$ cat src/rtl/fir_mem_arbiter.sv
// Two-requester (host loader / FIR engine) round-robin memory arbiter with grant locking.
// Define FIR_ARB_STATS_EN to add the grant/conflict statistics counters and ports.
module fir_mem_arbiter #(
  parameter int ADDR_W   = 10,
  parameter int DATA_W   = 8,
  parameter int MAX_LOCK = 16
) (
  input  logic              i_clk,
  input  logic              i_rst_n,
  input  logic              i_req0,
  input  logic              i_lock0,
  input  logic              i_we0,
  input  logic [ADDR_W-1:0] i_addr0,
  input  logic [DATA_W-1:0] i_wdata0,
  output logic              o_gnt0,
  output logic              o_rvalid0,
  output logic [DATA_W-1:0] o_rdata0,
  input  logic              i_req1,
  input  logic              i_lock1,
  input  logic              i_we1,
  input  logic [ADDR_W-1:0] i_addr1,
  input  logic [DATA_W-1:0] i_wdata1,
  output logic              o_gnt1,
  output logic              o_rvalid1,
  output logic [DATA_W-1:0] o_rdata1,
  output logic              o_mem_en,
  output logic              o_mem_we,
  output logic [ADDR_W-1:0] o_mem_addr,
  output logic [DATA_W-1:0] o_mem_wdata,
  input  logic [DATA_W-1:0] i_mem_rdata
`ifdef FIR_ARB_STATS_EN
  ,
  output logic [31:0]       o_gnt_cnt0,
  output logic [31:0]       o_gnt_cnt1,
  output logic [31:0]       o_conflict_cnt
`endif
);

  localparam int CNT_W = $clog2(MAX_LOCK + 1);
  localparam logic [CNT_W-1:0] CNT_MAX = CNT_W'(MAX_LOCK);

  typedef enum logic [1:0] {IDLE, LOCKED0, LOCKED1} state_t;

  state_t            r_state, w_state_nxt;
  logic [CNT_W-1:0]  r_lcnt, w_lcnt_nxt, w_lcnt_inc;
  logic              r_ptr, w_ptr_nxt;
  logic              w_gnt0, w_gnt1, w_acc;
  logic              r_mem_en, r_mem_we;
  logic [ADDR_W-1:0] r_mem_addr;
  logic [DATA_W-1:0] r_mem_wdata;
  logic              r_pend0, r_pend1, r_rvalid0, r_rvalid1;

  assign w_lcnt_inc = r_lcnt + 1'b1;
  assign w_acc      = w_gnt0 | w_gnt1;

  always_comb begin
    w_gnt0      = 1'b0;
    w_gnt1      = 1'b0;
    w_state_nxt = r_state;
    w_lcnt_nxt  = r_lcnt;
    w_ptr_nxt   = r_ptr;
    if (i_rst_n) begin
      unique case (r_state)
        LOCKED0: w_gnt0 = i_req0;
        LOCKED1: w_gnt1 = i_req1;
        default: begin
          // r_ptr is the last-granted index; on contention the other side wins
          if (i_req0 && i_req1) begin
            w_gnt0 = r_ptr;
            w_gnt1 = !r_ptr;
          end else begin
            w_gnt0 = i_req0;
            w_gnt1 = i_req1;
          end
        end
      endcase
    end
    if (w_gnt0)      w_ptr_nxt = 1'b0;
    else if (w_gnt1) w_ptr_nxt = 1'b1;
    unique case (r_state)
      LOCKED0: begin
        if (!i_req0 || !i_lock0 || w_lcnt_inc == CNT_MAX) begin
          w_state_nxt = IDLE;
          w_lcnt_nxt  = '0;
        end else begin
          w_lcnt_nxt = w_lcnt_inc;
        end
      end
      LOCKED1: begin
        if (!i_req1 || !i_lock1 || w_lcnt_inc == CNT_MAX) begin
          w_state_nxt = IDLE;
          w_lcnt_nxt  = '0;
        end else begin
          w_lcnt_nxt = w_lcnt_inc;
        end
      end
      default: begin
        if (((w_gnt0 && i_lock0) || (w_gnt1 && i_lock1)) && (CNT_MAX > CNT_W'(1))) begin
          w_state_nxt = w_gnt0 ? LOCKED0 : LOCKED1;
          w_lcnt_nxt  = CNT_W'(1);
        end
      end
    endcase
  end

  always_ff @(posedge i_clk or negedge i_rst_n) begin
    if (!i_rst_n) begin
      r_state     <= IDLE;
      r_lcnt      <= '0;
      r_ptr       <= 1'b1;
      r_mem_en    <= 1'b0;
      r_mem_we    <= 1'b0;
      r_mem_addr  <= '0;
      r_mem_wdata <= '0;
      r_pend0     <= 1'b0;
      r_pend1     <= 1'b0;
      r_rvalid0   <= 1'b0;
      r_rvalid1   <= 1'b0;
    end else begin
      r_state  <= w_state_nxt;
      r_lcnt   <= w_lcnt_nxt;
      r_ptr    <= w_ptr_nxt;
      r_mem_en <= w_acc;
      r_mem_we <= w_gnt0 ? i_we0 : (w_gnt1 & i_we1);
      if (w_acc) begin
        r_mem_addr  <= w_gnt0 ? i_addr0 : i_addr1;
        r_mem_wdata <= w_gnt0 ? i_wdata0 : i_wdata1;
      end
      // read tag rides one stage behind the command, matching memory latency
      r_pend0   <= w_gnt0 & !i_we0;
      r_pend1   <= w_gnt1 & !i_we1;
      r_rvalid0 <= r_pend0;
      r_rvalid1 <= r_pend1;
    end
  end

  assign o_gnt0      = w_gnt0;
  assign o_gnt1      = w_gnt1;
  assign o_mem_en    = r_mem_en;
  assign o_mem_we    = r_mem_we;
  assign o_mem_addr  = r_mem_addr;
  assign o_mem_wdata = r_mem_wdata;
  assign o_rvalid0   = r_rvalid0;
  assign o_rvalid1   = r_rvalid1;
  assign o_rdata0    = i_mem_rdata;
  assign o_rdata1    = i_mem_rdata;

`ifdef FIR_ARB_STATS_EN
  logic [31:0] r_gnt_cnt0, r_gnt_cnt1, r_conflict_cnt;

  // with both requesting, exactly one side always loses that cycle
  always_ff @(posedge i_clk or negedge i_rst_n) begin
    if (!i_rst_n) begin
      r_gnt_cnt0     <= '0;
      r_gnt_cnt1     <= '0;
      r_conflict_cnt <= '0;
    end else begin
      if (w_gnt0)           r_gnt_cnt0     <= r_gnt_cnt0 + 32'd1;
      if (w_gnt1)           r_gnt_cnt1     <= r_gnt_cnt1 + 32'd1;
      if (i_req0 && i_req1) r_conflict_cnt <= r_conflict_cnt + 32'd1;
    end
  end

  assign o_gnt_cnt0     = r_gnt_cnt0;
  assign o_gnt_cnt1     = r_gnt_cnt1;
  assign o_conflict_cnt = r_conflict_cnt;
`endif

endmodule

$ cat config.mk
export PLATFORM = sky130hd
export DESIGN_NAME = fir_mem_arbiter
export DESIGN_NICKNAME = d
export VERILOG_FILES = /design/src/rtl/fir_mem_arbiter.sv
export SDC_FILE = /design/constraint.sdc
export NUM_CORES = 1
export LEC_CHECK = 0
export ABC_AREA = 1
export BUFFER_PORTS_ARGS = -buffer_cell sky130_fd_sc_hd__buf_2
export CAP_MARGIN = 15
export CORE_MARGIN = 1
export CORE_UTILIZATION = 29
export CTS_CLUSTER_DIAMETER = 30
export CTS_CLUSTER_SIZE = 28
export DETAILED_ROUTE_END_ITERATION = 6
export HOLD_SLACK_MARGIN = 0.06
export PLACE_DENSITY = 0.53
export SETUP_SLACK_MARGIN = 0.05
export SLEW_MARGIN = 20
export SYNTH_ARGS = -nofsm -noshare
export SYNTH_HDL_FRONTEND = slang
export SYNTH_SLANG_ARGS = --single-unit
$ cat constraint.sdc
create_clock -name i_clk -period 4.8 [get_ports i_clk]
set_clock_uncertainty 0.15 [all_clocks]
set_input_delay 0.96 -clock i_clk [delete_from_list [all_inputs] [get_ports i_clk]]
set_output_delay 0.96 -clock i_clk [all_outputs]
set_load 0.05 [all_outputs]
==> results.tsv <==
stage	metric	value	unit
flow_run	Max Cap Viol	0	
sta	RSZ-0062 raised after global routing	false	
place	Area after DPL	0.00198	mm²
cts	Clock Sinks	32	
route	vias per cell	4.54	
setup_path	critical path data arrival time	2.27	ns
route	DRC	0	
layout	Final Util	36.5	%
sta	FMAX	296	MHz
sta	slew at the pin with the worst max-slew slack	0.385	ns
hold_path	Tightest Hold Check Type	reg2reg	
place	post-DP HPWL	2850	µm
setup_path	crit path max fanout	21	
setup_path	Setup CP Type	in2out	
floorplan	Die Wd	79.4	µm
floorplan	Die Area	0.00630	mm²
pwr	Peak supply drop	254	µV
yosys	Gate Count Post-Synth	207	
cts	hold buffer count at CTS	0	
cts	clock buffer depth	2	
route	initial DRC count	57	
cts	clk slew on worst S/H paths	0.06	ns
floorplan	Die Ht	79.4	µm
yosys	register bit total from synthesis	32	
yosys	Synth area leaders	dfrtp_1 45%, buf_4 8.2%, nand3_1 6.9%	
sta	final setup vio count	0	
yosys	Synth Flop Type	dfrtp_1	
sta	Pins Over Slew Limit	0	
layout	share of cells above drive strength 1	33.2	%
setup_path	slowest stage delay, CP	0.34	ns
pwr	Pwr per Cell Area	673	mW/mm²
grt	Overflow after GRT	0	
yosys	Mapped Nets	263	
layout	Layout Nets	314	
cts	CTS resizes	0	
yosys	Post-synth top cells	32 x nor2_1, 31 x dfrtp_1, 24 x nand3_1	
place	Setup WS pre-CTS	1.37	ns
floorplan	Core ar.	0.00564	mm²
setup_path	Max stage delay cell, worst path	buf_2	
sta	Hold Vio Cnt, Final	0	
cts	CTS H-tree depth	2	
sta	setup TNS	0	ns
setup_path	CP Capture Type	output port	
floorplan	row count	27	
pwr	leakage power	1.06	nW
grt	number of global-route vias before repair	1403	
yosys	Synth Warn #	0	
run_status	status	complete, no violations	
yosys	ys async rst share	100	%
yosys	syn avg cell area	8.38	µm²
yosys	register area share after synthesis	46.2	%
layout	Final Cell Area	0.00206	mm²
yosys	area share of the largest cell type after synthesis	44.7	%
cts	clk_lat worst skew	0.27	ns
sta	Slew headroom	74.3	%
place	GP Congestion	0.773	
route	Routed Antenna Nets	0	
grt	GRT Total Usage	13.4	%
floorplan	I/O pins	92	
yosys	cell with the most instances after synthesis	nor2_1	
setup_path	CP delay by family, top	buffers and inverters	
grt	first-pass GRT wire length	6640	µm
cts	# Post-CTS Setup Buffers	0	
layout	antenna diode count	0	
yosys	Post-synth EDFFs	0	
cts	Root Buffer	clkbuf_8	
route	total wire length	4030	µm
place	count of input and output buffers	67	
sta	Period minus WS final	3.38	ns
sta	hold slack final	0.198	ns
yosys	cell taking the most area after synthesis	dfrtp_1	
grt	pin count of the biggest net entering global routing	41	
sta	Final Cycle Share	70.5	%
cts	CTS tree	yes	
setup_path	CP most frequent cell	buf_2	
route	DR pass1 iterations	6	
floorplan	Initial Util	30.8	%
grt	initial antenna violation count	0	
setup_path	Critical Path RT	3.69	ns
setup_path	critical path buffer and inverter count	3	
sta	Final Worst Setup Slack	1.42	ns
route	vias	1502	
setup_path	crit path cell chain	buf_2 -> nand2_1 -> nor2_4 -> nand2_2 -> inv_2 -> buf_2	
route	WL/cell	12.2	µm
cts	CTS Buf Count	5	
setup_path	crit start category	primary input	
yosys	post-synth cell types	19	
yosys	synthesized area	0.00174	mm²
layout	Area Overhead vs Synth	18.8	%
[power by group]
group | switching [mW] | internal, mW | total, mW
logic | 0.569 | 0.190 | 0.759
registers | 0.0589 | 0.376 | 0.435
clock network | 0.0924 | 0.102 | 0.194
[stage by stage]
step,power [mW],std cells
after CTS,1.40,331
final,1.39,331
after global placement,1.20,323
after floorplan,1.08,207
after global routing,1.49,331
after detailed placement,1.21,323
[cell type report]
type,count,area [µm²]
tap,72,90.1
fill,595,3580
clock inverter,1,5.00
inverter,11,41.3
timing repair buffer,70,358
sequential,32,802
multi-input combinational,138,689
clock buffer,7,76.3
[worst paths after layout]
| kind | start | to | slack (ns) | cells after the start |
|---|---|---|---|---|
| setup / recovery | i_rst_n | o_gnt0 | 1.42 | 6 |
| hold / removal | r_pend1 | o_rvalid1 | 0.20 | 0 |
| setup reg to reg | r_state[0] | o_mem_addr[7] | 2.49 | 9 |
| hold reg to reg | r_pend1 | o_rvalid1 | 0.20 | 0 |
| max in group asynchronous | i_rst_n | o_mem_wdata[2] | 3.51 | 2 |
| min in group asynchronous | i_rst_n | r_lcnt[2] | 0.43 | 1 |
[worst register-to-register path, delay by kind of cell (launching register included)]
kind	cells	cell delay [ns]
compound gates	2	0.25
fa+ha+maj	1	0.38
flops	1	0.37
buf+inv	2	0.40
simple gates	4	0.63
[cells by family (layout without fill, tap and decap cells)]
family	after synthesis	count (layout)	synth area share, %
adder cells (fa/ha/maj)	4	4	2.88
AND/OR/NAND/NOR	93	93	25.0
flip-flops	32	32	46.2
buffers and inverters	37	89	14.1
AO/OA/AOI/OAI	41	41	11.8
[routing by layer]
layer,wire (µm),vias to the layer above,track usage [%]
met1,1960,687,17.7
met2,1840,42,21.9
met4,27,0,4.18
met3,196,2,2.76
met5,0,-,0
li1,-,771,-
[cell usage in the layout, fill, tap and decap left out, types with 2 or more instances in the layout]
cell type,n
buf_2,67
buf_4,3
clkbuf_1,2
clkbuf_8,5
dfrtp_1,31
ha_1,4
inv_1,10
nand2_1,22
nand2_2,3
nand3_1,24
nand3_2,2
nand4_1,7
nor2_1,32
nor2_4,2
o21ai_0,20
o21ai_1,21
[state kept, by name (all words and copies together), names as in the netlist, 2 cells and up]
| register | cells |
|---|---|
| o_mem_wdata | 8 |
| r_lcnt | 5 |
| o_mem_addr | 10 |
| r_state | 2 |
Note: power is estimated with default switching activity, not from simulation.
